==> src/rtl/sys_cmd_ctrl.sv <==
// System command controller: decodes framed byte commands from UART RX, sequences
// register-file and ALU handshakes, and pushes reply bytes into the TX FIFO.
module sys_cmd_ctrl #(
  parameter int                    DATA_WIDTH     = 8,
  parameter int                    ALU_FUNC_WIDTH = 4,
  parameter int                    ADDR_WIDTH     = 4,
  parameter logic [DATA_WIDTH-1:0] CMD_RF_WR      = 8'hAA,
  parameter logic [DATA_WIDTH-1:0] CMD_RF_RD      = 8'hBB,
  parameter logic [DATA_WIDTH-1:0] CMD_ALU_OP     = 8'hCC,
  parameter logic [DATA_WIDTH-1:0] CMD_ALU_NOP    = 8'hDD,
  parameter int                    TIMEOUT        = 255
) (
  input  logic                        CLK,
  input  logic                        RST,
  input  logic [DATA_WIDTH-1:0]       RX_DATA,
  input  logic                        RX_VALID,
  output logic [ADDR_WIDTH-1:0]       RF_ADDR,
  output logic                        RF_WR_EN,
  output logic                        RF_RD_EN,
  output logic [DATA_WIDTH-1:0]       RF_WR_DATA,
  input  logic [DATA_WIDTH-1:0]       RF_RD_DATA,
  input  logic                        RF_RD_VALID,
  output logic [ALU_FUNC_WIDTH-1:0]   ALU_FUNC,
  output logic                        ALU_EN,
  output logic                        ALU_CLK_EN,
  input  logic [2*DATA_WIDTH-1:0]     ALU_OUT,
  input  logic                        ALU_OUT_VALID,
  input  logic                        FIFO_FULL,
  output logic                        FIFO_WR,
  output logic [DATA_WIDTH-1:0]       TX_DATA,
  output logic                        BUSY,
  output logic                        CMD_ERR
);

  typedef enum logic [3:0] {
    IDLE, WR_ADDR, WR_DATA, WR_EXEC, RD_ADDR, RD_REQ, RD_WAIT, OPA, OPB,
    FUNC, ALU_START, ALU_WAIT, TX_LO, TX_HI, TX_RD
  } state_t;

  localparam int WD_W = (TIMEOUT < 2) ? 1 : $clog2(TIMEOUT + 1);

  state_t                  state;
  logic [WD_W-1:0]         wd_cnt;
  logic [2*DATA_WIDTH-1:0] alu_res;
  logic [DATA_WIDTH-1:0]   rd_byte;
  logic                    in_operand;
  logic                    wd_expired;

  // Only the frame-collecting states are guarded by the watchdog; RF/ALU/TX waits are not.
  assign in_operand = state inside {WR_ADDR, WR_DATA, RD_ADDR, OPA, OPB, FUNC};
  assign wd_expired = (TIMEOUT != 0) && (wd_cnt == WD_W'(TIMEOUT));

  // NOTE: every register here is state, so all assignments are non-blocking; mixing in
  // blocking writes would make later reads in this block see same-cycle values.
  always_ff @(posedge CLK) begin
    if (RST) begin
      state      <= IDLE;
      wd_cnt     <= '0;
      alu_res    <= '0;
      rd_byte    <= '0;
      RF_ADDR    <= '0;
      RF_WR_EN   <= 1'b0;
      RF_RD_EN   <= 1'b0;
      RF_WR_DATA <= '0;
      ALU_FUNC   <= '0;
      ALU_EN     <= 1'b0;
      ALU_CLK_EN <= 1'b0;
      FIFO_WR    <= 1'b0;
      TX_DATA    <= '0;
      BUSY       <= 1'b0;
      CMD_ERR    <= 1'b0;
    end else begin
      // Strobes default low so each one lasts exactly the cycle it is raised for.
      RF_WR_EN <= 1'b0;
      RF_RD_EN <= 1'b0;
      ALU_EN   <= 1'b0;
      FIFO_WR  <= 1'b0;
      CMD_ERR  <= 1'b0;

      if (in_operand && !RX_VALID) begin
        if (wd_expired) begin
          state   <= IDLE;
          BUSY    <= 1'b0;
          CMD_ERR <= 1'b1;
          wd_cnt  <= '0;
        end else begin
          wd_cnt <= wd_cnt + 1'b1;
        end
      end else begin
        wd_cnt <= '0;
      end

      case (state)
        IDLE: begin
          if (RX_VALID) begin
            case (RX_DATA)
              CMD_RF_WR:   begin state <= WR_ADDR; BUSY <= 1'b1; end
              CMD_RF_RD:   begin state <= RD_ADDR; BUSY <= 1'b1; end
              CMD_ALU_OP:  begin state <= OPA;     BUSY <= 1'b1; end
              CMD_ALU_NOP: begin state <= FUNC;    BUSY <= 1'b1; end
              default:     CMD_ERR <= 1'b1;
            endcase
          end
        end
        WR_ADDR: begin
          if (RX_VALID) begin
            RF_ADDR <= RX_DATA[ADDR_WIDTH-1:0];
            state   <= WR_DATA;
          end
        end
        WR_DATA: begin
          if (RX_VALID) begin
            RF_WR_DATA <= RX_DATA;
            RF_WR_EN   <= 1'b1;
            state      <= WR_EXEC;
          end
        end
        WR_EXEC: begin
          state <= IDLE;
          BUSY  <= 1'b0;
        end
        RD_ADDR: begin
          if (RX_VALID) begin
            RF_ADDR  <= RX_DATA[ADDR_WIDTH-1:0];
            RF_RD_EN <= 1'b1;
            state    <= RD_REQ;
          end
        end
        RD_REQ:  state <= RD_WAIT;
        RD_WAIT: begin
          if (RF_RD_VALID) begin
            rd_byte <= RF_RD_DATA;
            state   <= TX_RD;
          end
        end
        OPA: begin
          if (RX_VALID) begin
            RF_ADDR    <= '0;
            RF_WR_DATA <= RX_DATA;
            RF_WR_EN   <= 1'b1;
            state      <= OPB;
          end
        end
        OPB: begin
          if (RX_VALID) begin
            RF_ADDR    <= ADDR_WIDTH'(1);
            RF_WR_DATA <= RX_DATA;
            RF_WR_EN   <= 1'b1;
            state      <= FUNC;
          end
        end
        FUNC: begin
          if (RX_VALID) begin
            ALU_FUNC   <= RX_DATA[ALU_FUNC_WIDTH-1:0];
            ALU_EN     <= 1'b1;
            ALU_CLK_EN <= 1'b1;
            state      <= ALU_START;
          end
        end
        ALU_START: state <= ALU_WAIT;
        ALU_WAIT: begin
          if (ALU_OUT_VALID) begin
            alu_res    <= ALU_OUT;
            ALU_CLK_EN <= 1'b0;
            state      <= TX_LO;
          end
        end
        TX_LO: begin
          if (!FIFO_FULL) begin
            FIFO_WR <= 1'b1;
            TX_DATA <= alu_res[DATA_WIDTH-1:0];
            state   <= TX_HI;
          end
        end
        TX_HI: begin
          if (!FIFO_FULL) begin
            FIFO_WR  <= 1'b1;
            TX_DATA  <= alu_res[2*DATA_WIDTH-1:DATA_WIDTH];
            ALU_FUNC <= '0;
            state    <= IDLE;
            BUSY     <= 1'b0;
          end
        end
        TX_RD: begin
          if (!FIFO_FULL) begin
            FIFO_WR <= 1'b1;
            TX_DATA <= rd_byte;
            state   <= IDLE;
            BUSY    <= 1'b0;
          end
        end
        default: begin
          state <= IDLE;
          BUSY  <= 1'b0;
        end
      endcase
    end
  end

endmodule

==> config.mk <==
export PLATFORM = sky130hd
export DESIGN_NAME = sys_cmd_ctrl
export DESIGN_NICKNAME = d
export VERILOG_FILES = /design/src/rtl/sys_cmd_ctrl.sv
export SDC_FILE = /design/constraint.sdc
export NUM_CORES = 1
export LEC_CHECK = 0
export ABC_AREA = 0
export CORE_MARGIN = 2
export CORE_UTILIZATION = 45
export DETAILED_ROUTE_END_ITERATION = 12
export DONT_BUFFER_PORTS = 1
export GPL_TIMING_DRIVEN = 0
export HOLD_SLACK_MARGIN = 0.15
export PLACE_DENSITY = 0.58
export SYNTH_ARGS = -nofsm -noshare
export SYNTH_HDL_FRONTEND = slang
export SYNTH_SLANG_ARGS = --single-unit
export TNS_END_PERCENT = 1
==> constraint.sdc <==
create_clock -name CLK -period 2.7 [get_ports CLK]
set_input_delay 0.54 -clock CLK [delete_from_list [all_inputs] [get_ports CLK]]
set_output_delay 0.54 -clock CLK [all_outputs]
set_load 0.1 [all_outputs]
# After elaboration in Yosys (flattened, before gate mapping)
# Index checks and enable logic that the tools add are counted.
op_classes:
  n_div: 0
  n_reduce_logical: 26
  bitwise: 5
  n_lt_le_gt_ge: 0
  shift: 0
  n_eq_ne: 26
  muxes: 41
  n_addsub: 1
  n_mul: 0
ops:
  columns: ["operator", "count"]
  rows:
  - ["two-way mux 4 bit", 17]
  - ["case mux 4 bit (13 select lines)", 1]
  - ["equality test 8 bit, second input constant", 5]
  - ["equality test 4 bit, second input constant", 7]
  - ["two-way mux 8 bit", 3]
  - ["case mux 8 bit (3 select lines)", 1]
  - ["equality test 4 x 3 -> 1 bit, second input constant", 4]
  - ["case mux 4 bit (4 select lines)", 1]
  - ["two-way mux 1 bit", 14]
  - ["!= test 2 bit, second input constant", 7]
  - ["case mux 4 bit (3 select lines)", 1]
  - ["OR reduction 2 bit", 6]
  - ["OR reduction 11 bit", 1]
  - ["OR reduction 3 bit", 3]
  - ["adder 8 x 1 -> 8 bit, second input constant", 1]
  - ["case mux 4 bit (2 select lines)", 1]
  - ["AND reduction 4 bit", 2]
  - ["AND reduction 2 bit", 3]
  - ["AND reduction 3 bit", 2]
  - ["nonzero test 3 bit", 2]
  - ["nonzero test 6 bit", 1]
  - ["NOT 1 bit", 5]
  - ["equality test 4 x 1 -> 1 bit, second input constant", 1]
  - ["equality test 4 x 2 -> 1 bit, second input constant", 1]
  - ["8 further kinds", 9]
word_totals:
  wordCells: 114
  output_inout_bits: 31
  ff_bits: 67
  rom_bits: 0
  latchBits: 0
  mem_count: 0
  ramBits: 0

# Logic depth before layout (Yosys ltp)
logic_depth:
  word_depth: 7
  depth_mapped: 8

# Least setup slack after synthesis
# No wires, ideal clock.
synth_path:
  kind: "in2reg"
  start: "input RX_DATA[5]"
  end: "register BUSY"
  n_path_buf: 0
  cell_stages: 5
  arrival_time_ns: 1.521
  slack_ns: 1.076
  setup_ns: 0.103
  path_cell_list: "and4bb_2 o21bai_1 a21o_1 a2bb2oi_2 a2111oi_2"
synth_between:
  elab_chain_len: 5
  word_cells_on_any_way: 8
synth_lines:
  columns: ["element", "line_no", "rtl"]
  rows:
  - ["start: declaration", "15", "input logic [DATA_WIDTH-1:0] RX_DATA,"]
  - ["equality test 8 bit", "96", "case (RX_DATA)"]
  - ["OR reduction 4 bit (no line) *", null, null]
  - ["two-way mux 1 bit *", "96", null]
  - ["two-way mux 1 bit *", "95", "if (RX_VALID) begin"]
  - ["case mux 1 bit (3 select lines) *", "93", "case (state)"]
  - ["end signal: assignment", "97", "CMD_RF_WR: begin state <= WR_ADDR; BUSY <= 1'b1; end"]
  - ["end signal: assignment", "98", "CMD_RF_RD: begin state <= RD_ADDR; BUSY <= 1'b1; end"]
  - ["end signal: assignment", "99", "CMD_ALU_OP: begin state <= OPA; BUSY <= 1'b1; end"]
  - ["end: declaration", "31", "output logic BUSY,"]
# Every way passes the cells marked *; elsewhere a longest branch is shown, timed or not.
# A chain may end at the register's enable or synchronous reset.

# Worst setup path in the final report
layout_path:
  start: "register state[2]"
  end: "register alu_res[10]"
layout_between:
  elab_chain_len: 2
layout_lines:
  columns: ["element", "line_no", "rtl"]
  rows:
  - ["start: declaration", "42", "state_t state;"]
  - ["start signal: assignment", "57", "state <= IDLE;"]
  - ["start signal: assignment", "82", "state <= IDLE;"]
  - ["start signal: assignment", "97", null]
  - ["equality test 4 bit", "93", null]
  - ["AND reduction 2 bit (no line)", null, null]
  - ["end signal: assignment", "59", "alu_res <= '0;"]
  - ["end signal: assignment", "163", "alu_res <= ALU_OUT;"]
  - ["end: declaration", "44", "logic [2*DATA_WIDTH-1:0] alu_res;"]
# No other way between the ends.

==> summary.md <==
The cell type contributing the most total cell area after synthesis was dfxtp_1. The final critical delay including setup and external delays was 1.99 ns. Dividing the detail-routed wire length by the instance count gives 19.0 µm. Fraction of the cycle the final worst path needs: 0.738. Start of the worst register-to-register path: state[2].

The setup TNS after final layout came out at 0 ns. The tools report the number of global-route vias before repair as 3008. During synthesis, Yosys emitted a total of 0 warnings. The tool flagged a number of max-cap violations equal to 0. For the DRC violation count after routing, the log shows 0.

The critical path startpoint category is a flop. In the post-synthesis netlist, the biggest area contributors are dfxtp_1, nand2_1, mux2i_1, a21oi_1, nor2_1. The leakage power is 1.38 nW, and the insertion delay of the later-clocked pin in the worst-skew pair is 0.34 ns. The pre-CTS setup slack came out at 0.758 ns. The tools report the count of final setup violators as 0.

The global-route wire length before repair is 15800 µm, and the slack of the worst reg-to-reg path is 0.71 ns. Post-CTS setup buffer count: 0. The length of the first detailed-routing pass in iterations came out at 5. The tools report the sequential-to-total area share from yosys stat as 0.405.

The logs give 0 for the antenna diode instance count and 0 for the number of hold buffers added after CTS. For the combined area of all synthesized cells, the log shows 3310 µm². Compared with the post-synthesis result, the final layout area differs by 11.3%. The most critical setup path has its startpoint at state[2]. After global routing the overflow that remains totals 0. Kind of critical path: flop to flop. Hold is met by 0.330 ns. Wires add up to 9760 µm.

Counting along the longest clock path gives a buffer depth of 2. Setup slack closes at 0.706 ns. The final number of max-transition violations came out at 0.

In this run the critical register-to-register path is captured at alu_res[10]. Derived from the worst setup path, the maximum achievable clock frequency is 502 MHz. The share of flip-flops with an asynchronous set or reset was 0; the fraction of final layout cells with drive strength greater than 1 was 0.108. The run gives 0.461 as the starting density of the core. For the floorplan die area, the log shows 8060 µm². The number of nets in the synthesized netlist is 438.

The run finished with clean final reports. STA classifies the critical path endpoint as a flop. Once the clock tree was built, the resizer swapped 0 gates to a different size.

The depth of the worst register-to-register path came out at 7. In this run, the number of DRC markers left after iteration 0 of detailed routing was 266. The vertical die dimension is 89.8 µm.

The post-detailed-route via-to-cell ratio was 5.76. The transition time of the tightest slew-check pin came out at 1.01 ns. Setup repair after global routing left no endpoint under its margin. The area share of the leading cell type in the synthesized netlist was 0.405; the count of antenna-violating nets left after detailed routing was 0. Data arrives at the worst endpoint at 2.20 ns. Worst hold path endpoint: alu_res[10]. The run gives 0 as the final number of hold-violating endpoints. The tools report the net count reported at finish as 449. 69 I/O pins were placed. The relative max-transition margin is 0.323, and the core area is 7180 µm². Buffers placed on the I/O ports in this run total 0. After technology mapping, the gate count stands at 399. Dividing total power by cell area gives a power density of 572 nW/µm². The design draws 0.00211 W. Summing over every cut layer, the via total after detailed routing is 2961. The die is 89.8 µm wide. A synthesized cell averages 8.29 µm². The instance count along the most critical hold path works out to 2. Yosys mapped a number of flops with a built-in enable equal to 0. Data on the critical path is required at its endpoint by 2.90 ns.

The tree is rooted in a clkbuf_8. TritonCTS built the clock tree. The largest net degree at the start of global routing was 13. The row count is 31, and the total CTS buffers is 9. Yosys mapped the design onto 61 distinct sky130hd cell types. The worst hold path begins at ALU_OUT[10].

The logs give 0.00822 ns for the largest clock skew in the final design and 3 for the level count of the clock H-tree. Routability-driven placement finished with a final weighted congestion of 0.957. The clock slew seen by the registers of the worst setup and hold paths works out to 0.08 ns. The total track usage is 0.247, and the total clock sinks is 67. Worst-path maximum fanout: 10. IR analysis of the VDD net gives a maximum drop of 0.000319 V. The run gives 0.513 as the utilization after layout. The type of the worst min-delay path was primary input to flop. The logs give 0 for the initial antenna violation count and 7030 µm for the half-perimeter wire length after detailed placement.

The number of flip-flops and latches in the synthesized netlist came out at 67. In the synthesized netlist the dominant register cell turns out to be dfxtp_1.
[power by group]
group	total, W	internal, W	leakage [nW]	switching (W)
registers	0.00100	0.000989	0.540	0.0000142
logic	0.0000629	0.0000204	0.709	0.0000425
clock network	0.00104	0.000640	0.126	0.000399
[how the worst max path moves through the flow]
stage             endpoint  slack (ns)  cells past startpoint
6_report       alu_res[10]        0.71                      7
5_1_grt         alu_res[7]        0.57                      7
4_1_cts        alu_res[11]        0.75                      7
3_5_place_dp    TX_DATA[6]        0.76                      5
3_3_place_gp    alu_res[9]        0.75                      7
2_1_floorplan         BUSY        1.08                      5
[routing by layer]
| metal | global-route usage | wire length (µm) |
|---|---|---|
| met5 | 0 | 0 |
| met4 | 0.101 | 185 |
| met3 | 0.0687 | 737 |
| met2 | 0.385 | 4380 |
| met1 | 0.325 | 4460 |
[per-stage QoR]
step,cells,cell area (µm²)
floorplan,399,3310
global placement,498,3430
detailed placement,498,3430
CTS,514,3680
global route,514,3680
finish,514,3680
[cells in the mapped netlist (2+ instances only)]
cell type,n
dfxtp_1,67
a21o_1,2
nor2_2,2
nor3_1,8
clkbuf_1,11
o21bai_1,2
nor2b_1,8
nor4bb_1,2
o21ai_1,2
nand2_1,59
a21boi_0,2
o21ai_0,7
xor2_1,2
nor2_1,38
xnor2_1,6
nor3b_1,3
nand2b_1,13
a31oi_1,2
buf_2,8
a21oi_1,37
nand3_1,16
mux2i_1,22
buf_6,2
nor4_1,3
or2_2,2
maj3_1,2
o22ai_1,18
a211o_1,8
buf_4,4
a221oi_1,2
inv_1,5
a211oi_1,4
and3_1,2
[final cells by class]
cell class / count / area (µm²)
Clock buffer: 10 / 138
Inverter: 5 / 18.8
Buffer: 26 / 138
Sequential cell: 67 / 1340
Clock inverter: 6 / 113
Tap cell: 99 / 124
Multi-Input combinational cell: 301 / 1810
Fill cell: 725 / 3490
[logic make-up (layout without fill, tap and decap cells)]
group | Yosys count | in the layout | synth area share
AND/OR/NAND/NOR | 166 | 166 | 0.242
AO/OA/AOI/OAI | 101 | 101 | 0.204
flip-flops | 67 | 67 | 0.405
buffers and inverters | 31 | 47 | 0.0473
multiplexers | 23 | 23 | 0.0699
XOR/XNOR | 8 | 8 | 0.0212
adder cells (fa/ha/maj) | 3 | 3 | 0.00983
[cell usage in the layout, fill, tap and decap left out, drive strengths merged, types with 3 or more instances in the layout]
| cell type | count |
|---|---|
| a211o | 8 |
| a211oi | 4 |
| a21boi | 3 |
| a21oi | 37 |
| buf | 15 |
| bufinv | 3 |
| clkbuf | 21 |
| clkinv | 3 |
| dfxtp | 67 |
| inv | 5 |
| mux2i | 22 |
| nand2 | 59 |
| nand2b | 13 |
| nand3 | 17 |
| nor2 | 40 |
| nor2b | 8 |
| nor3 | 8 |
| nor3b | 3 |
| nor4 | 3 |
| o21ai | 10 |
| o22ai | 18 |
| or2 | 3 |
| xnor2 | 6 |
[critical path, cell delays in order, from the launching register on]
cell and delay [ns]:
dfxtp_1 0.31, buf_6 0.14, buf_6 0.14, nor2b_1 0.43, nand3_1 0.38, buf_2 0.31
nand2_1 0.09, a21oi_1 0.06
[state kept, by name (all words and copies together), names as in the netlist]
signal	cells
state	4
alu_res	16
wd_cnt	8
rd_byte	8
ALU_EN	1
RF_WR_EN	1
RF_ADDR	4
BUSY	1
FIFO_WR	1
ALU_CLK_EN	1
RF_WR_DATA	8
RF_RD_EN	1
ALU_FUNC	4
TX_DATA	8
CMD_ERR	1
Note: power is estimated with default switching activity, not from simulation.
